[config.mk]
export PLATFORM = sky130hd
export DESIGN_NAME = pipe_stage_regs
export DESIGN_NICKNAME = d
export VERILOG_FILES = /design/src/rtl/pipe_stage_regs.sv
export SDC_FILE = /design/constraint.sdc
export NUM_CORES = 1
export LEC_CHECK = 0
export ABC_CLOCK_PERIOD_IN_PS = 2150
export BUFFER_PORTS_ARGS = -buffer_cell sky130_fd_sc_hd__buf_2
export CAP_MARGIN = 20
export CORE_AREA = 10 10 212 214
export CTS_CLUSTER_SIZE = 30
export DETAILED_ROUTE_END_ITERATION = 16
export DIE_AREA = 0 0 222 224
export GPL_ROUTABILITY_DRIVEN = 1
export PLACE_DENSITY = 0.55
export SETUP_SLACK_MARGIN = 0.3
export SLEW_MARGIN = 25
export SYNTH_ARGS = -nofsm -noshare
export SYNTH_HDL_FRONTEND = slang
export SYNTH_SLANG_ARGS = --single-unit
[constraint.sdc]
create_clock -name clk -period 2.15 [get_ports clk]
set_input_delay 0 -clock clk [delete_from_list [all_inputs] [get_ports clk]]
set_output_delay 0 -clock clk [all_outputs]
set_load 0.05 [all_outputs]
[src/rtl/pipe_stage_regs.sv]
// PC, IF/ID and ID/EX pipeline registers of the 5-stage RV32I core, with per-stage stall/flush,
// valid tracking and saturating stall/bubble counters for CPI debug.
module pipe_stage_regs #(
    parameter int          XLEN     = 32,
    parameter int          CTRL_W   = 12,
    parameter logic [31:0] RESET_PC = 32'h0000_0000,
    parameter int          CNT_W    = 16
) (
    input  logic              clk,
    input  logic              reset,
    input  logic              StallF,
    input  logic              StallD,
    input  logic              FlushD,
    input  logic              FlushE,
    input  logic [XLEN-1:0]   PCNextF,
    input  logic [31:0]       InstrF,
    input  logic [XLEN-1:0]   PCPlus4F,
    output logic [XLEN-1:0]   PCF,
    output logic [31:0]       InstrD,
    output logic [XLEN-1:0]   PCD,
    output logic [XLEN-1:0]   PCPlus4D,
    output logic              ValidD,
    input  logic [CTRL_W-1:0] CtrlD,
    input  logic [XLEN-1:0]   RD1D,
    input  logic [XLEN-1:0]   RD2D,
    input  logic [XLEN-1:0]   ImmExtD,
    input  logic [4:0]        Rs1D,
    input  logic [4:0]        Rs2D,
    input  logic [4:0]        RdD,
    output logic [CTRL_W-1:0] CtrlE,
    output logic [XLEN-1:0]   RD1E,
    output logic [XLEN-1:0]   RD2E,
    output logic [XLEN-1:0]   ImmExtE,
    output logic [XLEN-1:0]   PCE,
    output logic [XLEN-1:0]   PCPlus4E,
    output logic [4:0]        Rs1E,
    output logic [4:0]        Rs2E,
    output logic [4:0]        RdE,
    output logic              ValidE,
    output logic [CNT_W-1:0]  StallCnt,
    output logic [CNT_W-1:0]  BubbleCnt
);

    localparam logic [31:0]      NOP_INSTR = 32'h0000_0013;  // addi x0, x0, 0
    localparam logic [CNT_W-1:0] CNT_MAX   = {CNT_W{1'b1}};

    logic [XLEN-1:0]   r_pcf;
    logic [31:0]       r_instr_d;
    logic [XLEN-1:0]   r_pc_d;
    logic [XLEN-1:0]   r_pc_plus4_d;
    logic              r_valid_d;
    logic [CTRL_W-1:0] r_ctrl_e;
    logic [XLEN-1:0]   r_rd1_e;
    logic [XLEN-1:0]   r_rd2_e;
    logic [XLEN-1:0]   r_imm_e;
    logic [XLEN-1:0]   r_pc_e;
    logic [XLEN-1:0]   r_pc_plus4_e;
    logic [4:0]        r_rs1_e;
    logic [4:0]        r_rs2_e;
    logic [4:0]        r_rd_e;
    logic              r_valid_e;
    logic [CNT_W-1:0]  r_stall_cnt;
    logic [CNT_W-1:0]  r_bubble_cnt;

    // NOTE: sequential state uses non-blocking assignments so every register samples pre-edge values.
    always_ff @(posedge clk) begin
        if (reset) begin
            r_pcf <= XLEN'(RESET_PC);
        end else if (!StallF) begin
            r_pcf <= PCNextF;
        end
    end

    // IF/ID: flush beats stall, so a taken branch squashes even a held instruction.
    always_ff @(posedge clk) begin
        if (reset || FlushD) begin
            r_instr_d    <= NOP_INSTR;
            r_pc_d       <= '0;
            r_pc_plus4_d <= '0;
            r_valid_d    <= 1'b0;
        end else if (!StallD) begin
            r_instr_d    <= InstrF;
            r_pc_d       <= r_pcf;
            r_pc_plus4_d <= PCPlus4F;
            r_valid_d    <= 1'b1;
        end
    end

    // ID/EX: a bubble clears CtrlE[0] and RdE so the hazard unit never matches on it.
    always_ff @(posedge clk) begin
        if (reset || FlushE) begin
            r_ctrl_e     <= '0;
            r_rd1_e      <= '0;
            r_rd2_e      <= '0;
            r_imm_e      <= '0;
            r_pc_e       <= '0;
            r_pc_plus4_e <= '0;
            r_rs1_e      <= '0;
            r_rs2_e      <= '0;
            r_rd_e       <= '0;
            r_valid_e    <= 1'b0;
        end else begin
            r_ctrl_e     <= CtrlD;
            r_rd1_e      <= RD1D;
            r_rd2_e      <= RD2D;
            r_imm_e      <= ImmExtD;
            r_pc_e       <= r_pc_d;
            r_pc_plus4_e <= r_pc_plus4_d;
            r_rs1_e      <= Rs1D;
            r_rs2_e      <= Rs2D;
            r_rd_e       <= RdD;
            r_valid_e    <= r_valid_d;
        end
    end

    always_ff @(posedge clk) begin
        if (reset) begin
            r_stall_cnt  <= '0;
            r_bubble_cnt <= '0;
        end else begin
            if (StallD && (r_stall_cnt != CNT_MAX)) begin
                r_stall_cnt <= r_stall_cnt + CNT_W'(1);
            end
            if (FlushE && (r_bubble_cnt != CNT_MAX)) begin
                r_bubble_cnt <= r_bubble_cnt + CNT_W'(1);
            end
        end
    end

    assign PCF       = r_pcf;
    assign InstrD    = r_instr_d;
    assign PCD       = r_pc_d;
    assign PCPlus4D  = r_pc_plus4_d;
    assign ValidD    = r_valid_d;
    assign CtrlE     = r_ctrl_e;
    assign RD1E      = r_rd1_e;
    assign RD2E      = r_rd2_e;
    assign ImmExtE   = r_imm_e;
    assign PCE       = r_pc_e;
    assign PCPlus4E  = r_pc_plus4_e;
    assign Rs1E      = r_rs1_e;
    assign Rs2E      = r_rs2_e;
    assign RdE       = r_rd_e;
    assign ValidE    = r_valid_e;
    assign StallCnt  = r_stall_cnt;
    assign BubbleCnt = r_bubble_cnt;

endmodule

# == Word level (Yosys, flattened, before mapping) ==
# Cells that the tools add are included.
# totals
regBits,349
input_bits,225
out_inout_bits,349
word_cells,25
# classes
n_addsub,2
n_eq_ne,2
reduce_logical,4
# op_table
op,n
$add A16 B1 Y16 const B,2
$ne A16 B16 Y1 const B,2
$logic_and A1 B1 Y1,2
$logic_or A1 B1 Y1,2

# == Longest topological paths before layout ==
# depth
word_depth,2
depth_mapped,6
ltp_nobuf,5

# == Least setup slack after synthesis ==
# OpenSTA, ideal clock, no wires.
# synth_path
path_kind,reg2reg
start,"register r_stall_cnt[0], in the netlist StallCnt[0]"
end,"register r_stall_cnt[10], in the netlist StallCnt[10]"
setup_ns,0.070
arrival_time_ns,1.941
required_ns,2.080
path_slack_ns,0.138
path_stages_with_launch,6
n_path_buf,0
synth_period_minus_slack_ns,2.012
path_cell_list,dfxtp_1 -> ha_1 -> and4_4 -> nand3_4 -> or4_1 -> a21oi_1
# synth_between
elab_chain_cells,2
word_cells_on_any_way,3
classes_between,1 x add/sub; 1 x eq/ne; 1 x reduce/logical
# synth_rtl
item,line_no,source
from (decl),62,logic [CNT_W-1:0] r_stall_cnt;
from (signal assigned),122,r_stall_cnt <= r_stall_cnt + CNT_W'(1);
"parallel branches: the longest is 2 deep, another holds $add A16 B1 Y16",n/a,
# Several ways; the timed one is not identified.
# A chain may end at the register's enable or synchronous reset.

# == Final worst setup path ==
# Same ends and word-level chain as after synthesis.

==> results.json <==
{
  "report.final.setup_viol": 0,
  "synth.lib_cells_used.distinct": 46,
  "placed_cell_area_sq_um": 14700,
  "io_pins": 574,
  "antenna_found_initial": 1,
  "status": "finished, final reports clean",
  "crit_type": "reg -> reg",
  "fin_crit_sh": 0.785,
  "yosys-top-cells-area": "dfxtp_1, mux2i_1, and2_1",
  "cp-end-kind": "flip-flop",
  "yosys.cell_count.top_type": "dfxtp_1",
  "p_sw_frac": 0.258,
  "synth_area_sq_um": 11300,
  "grt_max_degree": 95,
  "cp-start-kind": "flip-flop",
  "p_sw_mw": 3.94,
  "grt_pass1_wl_um": 65900,
  "cp_data_arrival_time_ns": 2.15,
  "async_reset_ff_frac": 0,
  "gp_congestion": 0.837,
  "whs_path_depth": 4,
  "clockPowerShare": 0.428,
  "synth_seq_cells": 349,
  "cts_buffers": 39,
  "cp_top_family": "simple AND/OR/NAND/NOR gates",
  "crit_chain": "ha_1 > and4_4 > nand3_4 > or4_1 > a21oi_1",
  "core_area_sq_um": 40600,
  "cts_tree": "done",
  "drv_slew": 0,
  "utilization": 0.452,
  "hpwl_um": 32000,
  "syn_nets": 1248,
  "dr.pass1.iters": 6,
  "rsz0062_at_grt": "no",
  "synth_top_family_by_area": "simple AND/OR/NAND/NOR gates",
  "grt.overflow.total": 0,
  "io_buffers": 573,
  "max_freq_mhz": 593,
  "grt_use_total": 0.169,
  "clk_pin_slew_ns": 0.06,
  "synth_area_leader_cell": "dfxtp_1",
  "filler_cell_count": 3772,
  "cp.buffers_inverters": 0,
  "avgSynthCellArea_sq_um": 11.0,
  "power.internal_mw": 11.3,
  "nNetsFinal": 2045,
  "tightestPinTransition_ns": 0.645,
  "synth_edf_count": 0,
  "fin_area_sq_um": 18300,
  "drc": 0,
  "postCtsSetupBuffers": 0,
  "dieWidth_um": 222,
  "p_comb_frac": 0.129,
  "synth_simple_gate_area_frac": 0.205,
  "yosysTopAreaCellShare": 0.620,
  "ir_drop_mv": 0.559,
  "tns_ns": 0,
  "finalCriticalPeriod_ns": 1.69,
  "drt_wl_total_um": 44100,
  "cap_violations": 0,
  "slew_headroom": 0.570,
  "finalHoldViolations": 0,
  "synthMuxAreaShare": 0.126,
  "dominantRegCellSynth": "dfxtp_1",
  "p_per_area_nw_per_um2": 833,
  "synth_seq_area_share": 0.620,
  "worst-r2r-cell-count": 5,
  "path_max_fanout": 8,
  "dieArea_sq_um": 49700,
  "cp_slowest_cell": "or4_1",
  "synthAdderAreaFrac": 0.00222,
  "cts_max_level": 2,
  "yosys-top-cells-count": "dfxtp_1, and2_1, nor2_1",
  "yosys_warnings": 0,
  "syn_inst": 1021,
  "grt_pass1_vias": 10400,
  "cts_root_buffer": "clkbuf_16",
  "drt-initial-drc-count": 468,
  "p_leak_nw": 9.08,
  "finalClockSkew_ns": 0.0186,
  "synth-compound-area-share": 0.0242,
  "cp_data_required_time_ns": 2.62,
  "cts_buffer_depth": 3,
  "hp-class": "in -> reg",
  "synthToLayoutAreaGrowth_pct": 62.4,
  "ant_nets": 0,
  "worstSkewPairLatency_ns": 0.54,
  "vias": 9982,
  "path_depth": 5,
  "synth-xor-area-share": 0,
  "initial_core_util": 0.278,
  "wire_per_inst_um": 18.6,
  "die_h_um": 224,
  "rows": 74,
  "clkSinkCount": 349,
  "detail_route.vias_per_cell": 4.20,
  "critPathMaxStageDelay_ns": 0.52,
  "drive_above_1_share": 0.364,
  "p_seq_frac": 0.443
}
[final cells by class]
| class | count | area, sq um | share of cell area |
|---|---|---|---|
| Tap cell | 532 | 666 | 0.0363 |
| Clock inverter | 9 | 85.1 | 0.00465 |
| Sequential cell | 349 | 7000 | 0.382 |
| Antenna cell | 1 | 2.50 | 0.000137 |
| Multi-Input combinational cell | 609 | 4040 | 0.221 |
| Timing Repair Buffer | 813 | 5310 | 0.290 |
| Clock buffer | 58 | 1180 | 0.0644 |
| Inverter | 6 | 22.5 | 0.00123 |
[power by group through the flow]
stage,logic (mW),registers [mW],clock network [mW]
finish,1.97,6.76,6.53
global route,2.08,6.78,7.01
CTS,1.98,6.76,6.74
detailed placement,1.62,6.90,0
global placement,1.62,6.89,0
floorplan,0.384,7.58,0
[repair_timing]
action | 4_1_cts | 5_1_grt
hold buffers | 230 | 0
endpoints found under the setup margin | 0 | 1
gates resized for setup | 0 | 1
hold endpoints to repair | 234 | 0
[flip-flops by register name, indices dropped and copies added, names as in the netlist, 12 cells and up]
register   flops
PCD           32
InstrD        32
CtrlE         12
RD2E          32
PCE           32
ImmExtE       32
RD1E          32
PCPlus4D      32
StallCnt      16
PCF           32
BubbleCnt     16
PCPlus4E      32
[worst paths after layout]
path / slack (ns) / start / endpoint
min: 0.09 / FlushD / InstrD[3]
max reg2reg: 0.46 / StallCnt[0] / StallCnt[10]
min reg2reg: 0.47 / PCPlus4D[23] / PCPlus4E[23]
max: 0.46 / StallCnt[0] / StallCnt[10]
[layout by cell type, fill, tap and decap left out, types with 4 or more instances in the layout]
cell,n
inv_1,5
buf_4,5
nor3_1,6
buf_12,5
clkbuf_1,7
nand4_1,8
dfxtp_2,13
clkbuf_8,11
or3_1,5
and2_1,190
a21oi_1,16
clkinv_2,6
or4_1,4
dfxtp_1,336
dlygate4sd3_1,230
mux2_1,10
nand2_1,19
nor2b_1,12
nor2_1,142
mux2i_1,131
nand3_1,12
o41ai_1,4
and3_1,4
buf_2,572
o21ai_0,5
clkbuf_16,40
[per-layer routing]
metal	GRT usage	part of all wire
met4	0.0507	0.024
met1	0.182	0.39
met3	0.0637	0.080
met5	0	0
met2	0.301	0.51
[logic make-up after synthesis]
family / after synthesis
adders and majority gates: 2
muxes: 141
AOI/OAI and AO/OA: 42
DFF: 349
buffers and inverters: 63
and+or+nand+nor: 424
[through the flow]
stage               hold slack, ns  total power, mW  setup slack (ns)  instances
finish                      0.0853             15.3             0.462       2377
global route                0.0962             15.9             0.326       2377
global placement             0.200             8.51             0.493       2079
floorplan                    0.109             7.96             0.298       1021
detailed placement           0.202             8.52             0.449       2079
CTS                         0.0782             15.5             0.455       2376
[tightest hold or removal path, delay by kind of cell]
family	cells	cell delay (ns)
buf+inv	2	0.36
simple gates	2	0.21
Note: power is estimated with default switching activity, not from simulation.
